$ cat src/rtl/gh_uart_pkg.sv
// Shared types and helpers for the UART transmit path.
package gh_uart_pkg;

  typedef enum logic [2:0] {IDLE, START, DATA, PARITY, STOP} tx_state_t;

  localparam logic [1:0] WLEN_5 = 2'b00;
  localparam logic [1:0] WLEN_6 = 2'b01;
  localparam logic [1:0] WLEN_7 = 2'b10;
  localparam logic [1:0] WLEN_8 = 2'b11;

  function automatic logic [3:0] wlen_to_bits(input logic [1:0] wlen);
    return 4'd5 + {2'b00, wlen};
  endfunction

endpackage

$ cat src/rtl/gh_shift_reg_pl_so.sv
// Parallel-load, shift-enable register; serial output is bit 0 (LSB first).
module gh_shift_reg_pl_so #(
  parameter int W = 8
) (
  input  logic         clk,
  input  logic         rst,
  input  logic         srst,
  input  logic         load,
  input  logic         shift,
  input  logic [W-1:0] d,
  output logic         q
);

  logic [W-1:0] data_reg;
  logic [W-1:0] data_next;

  genvar gi;
  generate
    for (gi = 0; gi < W; gi++) begin : g_bit
      if (gi == W - 1) begin : g_top
        assign data_next[gi] = load ? d[gi] : (shift ? 1'b0 : data_reg[gi]);
      end else begin : g_low
        assign data_next[gi] = load ? d[gi] : (shift ? data_reg[gi+1] : data_reg[gi]);
      end
    end
  endgenerate

  always_ff @(posedge clk or posedge rst) begin
    if (rst) begin
      data_reg <= '0;
    end else if (srst) begin
      data_reg <= '0;
    end else begin
      data_reg <= data_next;
    end
  end

  assign q = data_reg[0];

endmodule

$ cat src/rtl/gh_uart_tx_serializer.sv
// UART transmit serializer: one character per handshake, sent as start, 5-8 data
// bits LSB first, optional parity and 1/1.5/2 stop bits, timed by an oversampled enable.
module gh_uart_tx_serializer
  import gh_uart_pkg::*;
#(
  parameter int MAX_BITS   = 8,
  parameter int OVERSAMPLE = 16
) (
  input  logic                clk,
  input  logic                rst,
  input  logic                srst,
  input  logic                brc,
  input  logic                d_valid,
  output logic                d_ready,
  input  logic [MAX_BITS-1:0] d,
  input  logic [1:0]          wlen,
  input  logic                parity_en,
  input  logic                parity_even,
  input  logic                stop2,
  input  logic                brk,
  output logic                tx,
  output logic                busy
);

  localparam int TW = $clog2(2 * OVERSAMPLE);
  localparam logic [TW-1:0] BIT_LAST    = TW'(OVERSAMPLE - 1);
  localparam logic [TW-1:0] STOP2_LAST  = TW'(2 * OVERSAMPLE - 1);
  localparam logic [TW-1:0] STOP15_LAST = TW'(3 * OVERSAMPLE / 2 - 1);

  tx_state_t     state_reg;
  logic [TW-1:0] tick_reg;
  logic [3:0]    bit_cnt_reg;
  logic [3:0]    nbits_reg;
  logic          par_en_reg;
  logic          par_bit_reg;
  logic          stop2_reg;
  logic          line_reg;

  logic [3:0]          acc_bits;
  logic [MAX_BITS-1:0] valid_mask;
  logic                parity_calc;
  logic [TW-1:0]       tick_last;
  logic                period_done;
  logic                last_bit;
  logic                accept;
  logic                shift_en;
  logic                sout;

  assign acc_bits = wlen_to_bits(wlen);

  // Parity only covers the bits that will actually be sent.
  genvar gi;
  generate
    for (gi = 0; gi < MAX_BITS; gi++) begin : g_mask
      assign valid_mask[gi] = (acc_bits > 4'(gi));
    end
  endgenerate

  assign parity_calc = parity_even ? ^(d & valid_mask) : ~^(d & valid_mask);

  assign tick_last = (state_reg == STOP && stop2_reg)
                   ? ((nbits_reg == 4'd5) ? STOP15_LAST : STOP2_LAST)
                   : BIT_LAST;
  assign period_done = brc & (tick_reg == tick_last);
  assign last_bit    = (bit_cnt_reg == nbits_reg - 4'd1);

  assign d_ready  = (state_reg == IDLE) & ~srst;
  assign accept   = d_valid & d_ready;
  assign shift_en = period_done & ((state_reg == START) | ((state_reg == DATA) & ~last_bit));

  gh_shift_reg_pl_so #(.W(MAX_BITS)) u_shift (
    .clk   (clk),
    .rst   (rst),
    .srst  (srst),
    .load  (accept),
    .shift (shift_en),
    .d     (d),
    .q     (sout)
  );

  // line_reg is the FSM-driven level; tx follows it one-for-one unless brk masks it.
  always_ff @(posedge clk or posedge rst) begin
    if (rst) begin
      state_reg   <= IDLE;
      tick_reg    <= '0;
      bit_cnt_reg <= '0;
      nbits_reg   <= 4'd5;
      par_en_reg  <= 1'b0;
      par_bit_reg <= 1'b0;
      stop2_reg   <= 1'b0;
      line_reg    <= 1'b1;
      tx          <= 1'b1;
      busy        <= 1'b0;
    end else if (srst) begin
      state_reg   <= IDLE;
      tick_reg    <= '0;
      bit_cnt_reg <= '0;
      nbits_reg   <= 4'd5;
      par_en_reg  <= 1'b0;
      par_bit_reg <= 1'b0;
      stop2_reg   <= 1'b0;
      line_reg    <= 1'b1;
      tx          <= 1'b1;
      busy        <= 1'b0;
    end else begin
      tx <= ~brk & line_reg;
      if (state_reg != IDLE && brc) begin
        tick_reg <= period_done ? '0 : tick_reg + 1'b1;
      end
      case (state_reg)
        IDLE: begin
          if (accept) begin
            state_reg   <= START;
            tick_reg    <= '0;
            nbits_reg   <= acc_bits;
            par_en_reg  <= parity_en;
            par_bit_reg <= parity_calc;
            stop2_reg   <= stop2;
            line_reg    <= 1'b0;
            tx          <= 1'b0;
            busy        <= 1'b1;
          end
        end
        START: begin
          if (period_done) begin
            state_reg <= DATA;
            line_reg  <= sout;
            tx        <= ~brk & sout;
          end
        end
        DATA: begin
          if (period_done) begin
            if (last_bit) begin
              bit_cnt_reg <= '0;
              if (par_en_reg) begin
                state_reg <= PARITY;
                line_reg  <= par_bit_reg;
                tx        <= ~brk & par_bit_reg;
              end else begin
                state_reg <= STOP;
                line_reg  <= 1'b1;
                tx        <= ~brk;
              end
            end else begin
              bit_cnt_reg <= bit_cnt_reg + 4'd1;
              line_reg    <= sout;
              tx          <= ~brk & sout;
            end
          end
        end
        PARITY: begin
          if (period_done) begin
            state_reg <= STOP;
            line_reg  <= 1'b1;
            tx        <= ~brk;
          end
        end
        STOP: begin
          if (period_done) begin
            state_reg <= IDLE;
            busy      <= 1'b0;
          end
        end
        default: state_reg <= IDLE;
      endcase
    end
  end

endmodule

$ cat config.mk
export PLATFORM = sky130hd
export DESIGN_NAME = gh_uart_tx_serializer
export DESIGN_NICKNAME = d
export VERILOG_FILES = /design/src/rtl/gh_uart_pkg.sv /design/src/rtl/gh_shift_reg_pl_so.sv /design/src/rtl/gh_uart_tx_serializer.sv
export SDC_FILE = /design/constraint.sdc
export NUM_CORES = 1
export LEC_CHECK = 0
export CAP_MARGIN = 20
export CELL_PAD_IN_SITES_DETAIL_PLACEMENT = 1
export CELL_PAD_IN_SITES_GLOBAL_PLACEMENT = 1
export CORE_MARGIN = 2
export CORE_UTILIZATION = 46
export DETAILED_ROUTE_END_ITERATION = 10
export GPL_ROUTABILITY_DRIVEN = 0
export HOLD_SLACK_MARGIN = 0.15
export PLACE_DENSITY_LB_ADDON = 0.1
export SLEW_MARGIN = 20
export SYNTH_ARGS = -nofsm -noshare
export SYNTH_HDL_FRONTEND = slang
export SYNTH_HIERARCHICAL = 1
export SYNTH_SLANG_ARGS = --single-unit
$ cat constraint.sdc
create_clock -name clk -period 5.5 [get_ports clk]
set_clock_uncertainty 0.15 [all_clocks]
set_input_delay 0.55 -clock clk [delete_from_list [all_inputs] [get_ports clk]]
set_output_delay 0.55 -clock clk [all_outputs]
set_load 0.05 [all_outputs]
---- Word level (Yosys, flattened, before mapping) ----
Cells that the tools add are included.
Widths: inputs -> output; s select.
storage, ports and cells
  flip-flop bits (word level) ............. 30
  logic and storage cells ................. 137
operators by class
  add/subtract/negate cells ............... 4
  $lt $le $gt $ge ......................... 8
  eq/ne operators ......................... 13
  multiplexer cells ....................... 70
  bitwise gates (word level) .............. 13
  reduce and logical (&&, ||, !) cells .... 18
operators by type and width
  kind                 number
  $mux 1               43
  $mux 4               8
  $mux 5               6
  $mux 3               8
  $gt 4x3->1 const B   4
  $ne 3x3->1 const B   5
  $pmux 3 s5           1
  $reduce_bool 3->1    3
  $and 1x1->1          8
  $and 8x8->8          1
  $gt 4x1->1 const B   2
  $gt 4x2->1 const B   2
  $mux 8               1
  $pmux 1 s4           2
  $reduce_bool 2->1    4
  $reduce_xnor 8->1    1
  $reduce_xor 8->1     1
  $eq 3x2->1 const B   2
  $reduce_and 6->1     1
  $add 5x1->5 const B  1
  $eq 5x5->1           1
  $reduce_and 5->1     1
  $reduce_bool 5->1    1
  $add 3x2->4 const A  1
  14 further kinds     18

---- Logic depth before layout (Yosys ltp) ----
Gate-level depths: netlist of the first run.
  depth in word-level cells ............... 10
  depth in mapped cells ................... 10
  gate-level depth less buffers ........... 9

---- Hierarchy ----
Netlist of the first run, hierarchy kept.
modules (own cells, without submodules)
  module                 instances  cells each  area an instance (µm²)  seq. area each (µm²)
  gh_uart_tx_serializer  1          187         1602.8                  555.5
  gh_shift_reg_pl_so     1          36          412.9                   200.2

---- Worst setup path after synthesis of the first run ----
Ideal clock, no wire load.
  path kind ............................... input -> output
  from .................................... input srst
  to ...................................... output d_ready
  arrival time ............................ 1874 ps
  data required time ...................... 4800 ps
  path slack .............................. 2926 ps
  stages .................................. 3
  cell sequence ........................... buf_6 buf_6 nor3_1
between the ends
  word-level cells in the longest chain between the ends .. 2
RTL lines
  element          line                         source
  start, declared  gh_uart_tx_serializer.sv:11  input logic srst,
  $not 1->1        gh_uart_tx_serializer.sv:67  assign d_ready = (state_reg == IDLE) & ~srst;
  $and 1x1->1      gh_uart_tx_serializer.sv:67
  end, declared    gh_uart_tx_serializer.sv:14  output logic d_ready,
No other way between the ends.

---- Final worst setup path of the first run ----
  from .................................... register state_reg[0]
  to ...................................... output d_ready
between the ends
  word-level cells in the longest chain between the ends .. 2
RTL lines
  element                 line                          source
  start, declared         gh_uart_tx_serializer.sv:30   tx_state_t state_reg;
  start signal, assigned  gh_uart_tx_serializer.sv:84   state_reg <= IDLE;
  start signal, assigned  gh_uart_tx_serializer.sv:95   state_reg <= IDLE;
  start signal, assigned  gh_uart_tx_serializer.sv:113  state_reg <= START;
  $logic_not 3->1         gh_uart_tx_serializer.sv:67
  $and 1x1->1             gh_uart_tx_serializer.sv:67
No other way between the ends.

==> metrics, run 1 <==
status=finished clean; Power Density=232.6 mW/mm²; area grow syn2layout=14.90%; Critical Path Sink=d_ready; max FFs per register=8; R2R cell count=10; gr ovfl total=0; Slew headroom=40.96%; YS warnings=6; actual slew at the worst max-slew pin=0.8846 ns; required time worst endpoint=4.80 ns; total nets after synthesis=249; die height=70.20 µm; Crit Reg-Reg Startpoint=nbits_reg[0]; row cnt=24; highest metal used=met4; simple-gate share of the synthesized area=25.08%; Static Leak=0.9019 nW; Slowest-stage cell, CP=clkdlybuf4s50_1; Detailed Routing Iterations Pass 1=4; Adder-Cell Fraction of Synth Area=4.345%; xor/xnor share of the synthesized area=6.952%; die area=0.004927 mm²; startpoint types=flip-flop; # IOs=22; cts hold-fix bufs=0; largest family of logic cells by synthesized area=simple AND/OR/NAND/NOR gates; cell accounting for the most synthesized area=dfrtp_1; Max Transition Viols Final=0; worst setup path start=state_reg[0]; via/cell ratio=5.983; Syn Inst Count=223; DR vias=1777; Port Buffers=21; DR WL/cell=18.35 µm; Metal-1 WL=2.503 mm; CP Capture Type=primary output; CTS tree=yes; area share of the largest cell type after synthesis=32.28%; Netlist cell types=49; internal reg-to-reg setup slack=2.84 ns; share of layout cells above drive strength 1=8.571%; largest net degree at the start of global routing=30; Crit Path Max Fanout=19; final core utilization=53.93%; count of final setup violators=0; Worst Setup Path Type=reg2out; RSZ-0062 raised after global routing=no; core area=0.004294 mm²; final cycle utilization of the critical path=52.98%; Critical Path AT=2.21 ns; final WL=5.450 mm; Mean Syn Cell Area=9.039 µm²; Seq/Total Area, Yosys=37.49%; Root Buffer=clkbuf_8; fillers=533; Die X=70.20 µm; initial antenna violation count=0; Met3 Wirelength=185 µm; antenna diode count=0; Antenna Violating Nets Remaining=0; All-Layer GR Usage=24.33%; worst hold path type=in2async; latest clock arrival within the worst-skew pair=0.29 ns; Synth area leaders=dfrtp_1 (32%), dfstp_2 (5.2%), nand2_1 (5.2%); clk buf depth=2; Clock Sinks=30; crit path time final=2.914 ns; FMAX=343.2 MHz; Clock Pin Slew Worst Setup and Hold Paths=0.07 ns; compound-cell area share of the yosys netlist=16.82%; worst vdd ir=0.00009688 V; Worst R2R End=u_shift/data_reg[7]; Initial Utilization=46.94%; post-synthesis mux area share=3.476%; # resized after CTS=0; hpwl dp=4.152 mm; CTS H-tree lvls=2; number of remaining DRC errors=0; vias in the first global route=1901; Post-CTS Setup Inserts=0; met2 routed WL=2.669 mm; Nets=271; Fin. Hold Viols=0; global-route wire length before repair=9.432 mm; register bit total from synthesis=30; drt initial violations=96; slowest stage delay, CP=0.82 ns; TritonCTS buffer count=5; mapped cell area=0.002016 mm²; final sum of negative setup slack=0 ns; crit-path cells=or2_1 > nor3_1 > clkdlybuf4s50_1; max-cap violations=0
-- synth_stat cells, drive strengths merged --
cell and instances:
nand4 2, o21ai 10, o31a 1, o41ai 1, or3b 2, nor4b 1, a41oi 1, nor2 12
clkbuf 1, a211o 1, ha 7, xor2 4, a21oi 11, and4b 1, o211ai 3, nand3b 2
o22ai 1, dfstp 4, nand2b 2, a31oi 5, nor4 2, nor3 5, nand2 29, dfrtp 26
a311oi 1, nand3 11, inv 11, and4bb 1, a211oi 10, nor2b 13, a32oi 1, buf 7
or4 1, a2bb2oi 1, mux2i 7, clkdlybuf4s18 1, nor3b 6, o31ai 5, xnor2 12, or2 1
-- placed cells by master, fill, tap and decap left out, types with 7 or more instances in the layout --
cell and instances:
nand2_1 28, dfrtp_1 26, clkdlybuf4s50_1 21, nor2b_1 13, xnor2_1 12, nor2_1 11
a21oi_1 11, inv_1 10, nand3_1 10, a211oi_1 10, ha_1 7, mux2i_1 7
-- worst min path at each step --
stage / startpoint / to / slack [ns] / depth (start not counted)
after floorplan: rst / u_shift/data_reg[0] / 0.22 / 1
after global placement: bit_cnt_reg[3] / bit_cnt_reg[3] / 0.36 / 1
after detailed placement: bit_cnt_reg[3] / bit_cnt_reg[3] / 0.38 / 1
after CTS: rst / u_shift/data_reg[3] / 0.39 / 2
after global routing: rst / u_shift/data_reg[4] / 0.44 / 2
final: rst / u_shift/data_reg[3] / 0.39 / 2
-- cell type report --
cell class	count	area (µm²)	area share [%]
Clock buffer	5	68.82	2.971
Clock inverter	2	10.01	0.4322
Inverter	11	41.29	1.783
Multi-Input combinational cell	173	1142	49.32
Sequential cell	30	755.7	32.63
Tap cell	52	65.06	2.809
Timing Repair Buffer	24	232.7	10.05
-- cell families (layout without fill, tap and decap cells) --
family | after synthesis | in the layout
mux | 7 | 7
simple gates | 91 | 91
compound gates | 52 | 52
xor+xnor | 16 | 16
flops | 30 | 30
fa+ha+maj | 7 | 7
buf+inv | 20 | 42
-- power by group --
part	switching [mW]	internal (mW)	total, mW
clock network	0.0879	0.0848	0.173
logic	0.0652	0.0492	0.114
registers	0.0156	0.236	0.252
total	0.169	0.370	0.539
-- worst max-delay path, delay by kind of cell (launching register included) --
family | cells | cell delay, ns
buffers and inverters | 1 | 0.82
DFF | 1 | 0.59
and+or+nand+nor | 2 | 0.50
-- per-stage QoR --
step | total power, mW | cells | cell area (µm²) | hold slack, ns | worst slack, ns
CTS | 0.5447 | 297 | 2316 | 0.3913 | 2.596
finish | 0.5387 | 297 | 2316 | 0.3947 | 2.586
global route | 0.5680 | 297 | 2316 | 0.4401 | 2.528
floorplan | 0.3269 | 223 | 2016 | 0.2157 | 2.926
global placement | 0.3623 | 290 | 2237 | 0.3575 | 2.614
detailed placement | 0.3703 | 290 | 2237 | 0.3822 | 2.552
-- metal layers --
metal  vias up  global-route usage (%)
met5         -                       0
met4         0                   7.051
met3        10                   5.628
met2        39                   39.89
met1       887                   32.17
li1        841                       -
(Power assumes the default switching activity.)
==> run 2: changes to the inputs <==
--- a/config.mk
+++ b/config.mk
@@ -9,7 +9,7 @@
 export CELL_PAD_IN_SITES_DETAIL_PLACEMENT = 1
 export CELL_PAD_IN_SITES_GLOBAL_PLACEMENT = 1
 export CORE_MARGIN = 2
-export CORE_UTILIZATION = 46
+export CORE_UTILIZATION = 39
 export DETAILED_ROUTE_END_ITERATION = 10
 export GPL_ROUTABILITY_DRIVEN = 0
 export HOLD_SLACK_MARGIN = 0.15
==> constraint.sdc (replaced) <==
create_clock -name clk -period 2.5 [get_ports clk]
set_clock_uncertainty 0.15 [all_clocks]
set_input_delay 0.25 -clock clk [delete_from_list [all_inputs] [get_ports clk]]
set_output_delay 0.25 -clock clk [all_outputs]
set_load 0.05 [all_outputs]
==> metrics, run 2 (synthesis gave the netlist of run 1 again) <==
status=finished clean (unchanged); worst hold start=par_bit_reg; max-cap violations=0 (unchanged); NetSw=0.3630 mW (was 0.1687 mW); Flop pwr share=43.9% (was 46.7%); Initial Utilization=39.98% (was 46.94%); Root Buffer=clkbuf_8 (unchanged); Worst R2R End=u_shift/data_reg[6] (was u_shift/data_reg[7]); final cycle utilization of the critical path=96.79%; Pint=0.8702 mW (was 0.3700 mW); die height=75.89 µm (was 70.20 µm); clk buf depth=2 (unchanged); Top Usage Layer GRT=met2 (unchanged); Port Buffers=21 (unchanged); hold slack=0.3587 ns (was 0.3947 ns); worst vdd ir=0.0003300 V (was 0.00009688 V); hpwl dp=3.743 mm (was 4.152 mm); die area=0.005759 mm² (was 0.004927 mm²); Sw Ratio=29.44% (was 31.31%); hold path cells=2; Seq. cell area=755.7 µm² (unchanged); # IOs=22 (unchanged); CP Capture Type=flip-flop (was primary output); via/cell ratio=5.374 (was 5.983); met1 Resource Use GR=25.86% (was 32.17%); crit path time final=2.420 ns; most frequent cells in the layout=nand2_1 (28), dfrtp_1 (26), clkdlybuf4s50_1 (20) (was nand2_1 (28), dfrtp_1 (26), clkdlybuf4s50_1 (21)); slowest stage delay, CP=0.57 ns (was 0.82 ns); final WL=5.192 mm (was 5.450 mm); Slew headroom=67.42% (was 40.96%); actual slew at the worst max-slew pin=0.4872 ns (was 0.8846 ns); share of layout cells above drive strength 1=12.89% (was 8.571%); antenna diode count=0 (unchanged); worst hold path type=reg2reg (was in2async); All-Layer GR Usage=20.45% (was 24.33%); Clock Pin Slew Worst Setup and Hold Paths=0.06 ns (was 0.07 ns); final sum of negative setup slack=0 ns (unchanged); initial antenna violation count=0 (unchanged); Crit Path Max Fanout=8 (was 19); Critical Path AT=2.43 ns (was 2.21 ns); Slowest-stage cell, CP=dfstp_2 (was clkdlybuf4s50_1); required time worst endpoint=2.51 ns (was 4.80 ns); area grow syn2layout=21.79% (was 14.90%); WP buf/inv=2 (was 1); Multi-input gate area=0.001156 mm² (was 0.001142 mm²); core area=0.005042 mm² (was 0.004294 mm²); CTS tree=yes (unchanged); Crit Reg-Reg Startpoint=nbits_reg[0] (unchanged); row cnt=26 (was 24); Max Transition Viols Final=0 (unchanged); largest net degree at the start of global routing=29 (was 30); met2 usage=34.48% (was 39.89%); fillers=572 (was 533); TritonCTS buffer count=5 (unchanged); internal reg-to-reg setup slack=0.08 ns (was 2.84 ns); gr ovfl total=0 (unchanged); Fin. Hold Viols=0 (unchanged); Clk pwr share=33.5% (was 32.1%); global-route wire length before repair=8.618 mm (was 9.432 mm); DR vias=1752 (was 1777); DR WL/cell=15.93 µm (was 18.35 µm); crit-path cells=inv_1 > ha_1 > xnor2_1 > nor2_2 > nand3_2 > nand3b_1 > a211oi_2 > buf_6 > mux2i_2 > a211oi_1 (was or2_1 > nor3_1 > clkdlybuf4s50_1); Hold Path Sink=par_bit_reg; Die X=75.89 µm (was 70.20 µm); Clock Sinks=30 (unchanged); Nets=281 (was 271); vias in the first global route=1756 (was 1901); Power Density=502.3 mW/mm² (was 232.6 mW/mm²); startpoint types=flip-flop (unchanged); FMAX=413.3 MHz; number of remaining DRC errors=0 (unchanged); Detailed Routing Iterations Pass 1=4 (unchanged); Worst Setup Path Type=reg2reg (was reg2out); latest clock arrival within the worst-skew pair=0.29 ns (about the same); R2R cell count=10 (unchanged); met3 GRT Util=4.762% (was 5.628%); Gate power share=22.6% (was 21.2%); CTS H-tree lvls=2 (unchanged); count of final setup violators=0 (unchanged); drt initial violations=48 (was 96); Static Leak=0.9602 nW (was 0.9019 nW); max FFs per register=8 (unchanged); cell family with most CP delay=flip-flops (was buffers and inverters); commonest non-fill, non-tap cell in the layout=nand2_1 (unchanged); Antenna Violating Nets Remaining=0 (unchanged)
-- run 2: changes by cell type in the layout (fill, tap and decap cells not counted), moves of 2 or more --
| cell | previous run | this run |
|---|---|---|
| buf_4 | 3 | 11 |
| a211oi_2 | 0 | 2 |
| clkbuf_1 | 0 | 2 |
| a211oi_1 | 10 | 8 |
| clkinv_2 | 2 | 0 |
-- run 2: through the flow --
step,cell area (µm²),cells,util [%],power (mW),worst slack [ns]
5_1_grt,2455,326,48.68,1.294,-0.04048
6_report,2455,326,48.68,1.233,0.08021
3_5_place_dp,2330,316,46.20,0.8224,0.06132
3_3_place_gp,2330,316,46.20,0.8157,0.1474
2_1_floorplan,2016,223,-,0.7192,0.1792
4_1_cts,2430,325,48.19,1.238,0.03591
-- run 2: area by class of cell --
type / count / share of cell area (%)
tap: 70 / 3.568
inverter: 11 / 1.682
clock buffer: 8 / 3.670
timing repair buffer: 34 / 13.20
multi-input combinational: 173 / 47.09
sequential: 30 / 30.78
-- run 2: routing by layer --
metal | vias to the layer above | routed length [µm]
met5 | - | 0
met4 | 0 | 70
met3 | 6 | 158
met2 | 28 | 2583
met1 | 852 | 2380
li1 | 866 | -
-- run 2: power groups by stage --
stage	Combinational, mW	Sequential [mW]	Clock (mW)
6_report	0.279	0.541	0.413
5_1_grt	0.310	0.545	0.439
4_1_cts	0.276	0.541	0.421
3_5_place_dp	0.273	0.549	0
3_3_place_gp	0.267	0.549	0
2_1_floorplan	0.163	0.556	0
-- run 2: how the worst max path moves through the flow --
stage / startpoint / end / slack (ns) / cells after the start
floorplan: nbits_reg[0] / u_shift/data_reg[7] / 0.18 / 10
global placement: nbits_reg[0] / u_shift/data_reg[3] / 0.15 / 10
detailed placement: nbits_reg[0] / u_shift/data_reg[6] / 0.06 / 10
CTS: nbits_reg[0] / u_shift/data_reg[6] / 0.04 / 10
global route: nbits_reg[0] / u_shift/data_reg[6] / -0.04 / 10
finish: nbits_reg[0] / u_shift/data_reg[6] / 0.08 / 10
-- run 2: repair_timing --
item,in CTS,in global routing
buffers inserted,0,1
hold buffers,1,0
hold endpoints to repair,8,0
resized for setup,0,4
setup endpoints to repair,0,8
-- run 2: worst reg2reg max path: stages (launching register included) --
cell and delay (ns):
dfstp_2 0.57, inv_1 0.05, ha_1 0.30, xnor2_1 0.21
nor2_2 0.07, nand3_2 0.08, nand3b_1 0.09, a211oi_2 0.24
buf_6 0.19, mux2i_2 0.25, a211oi_1 0.10
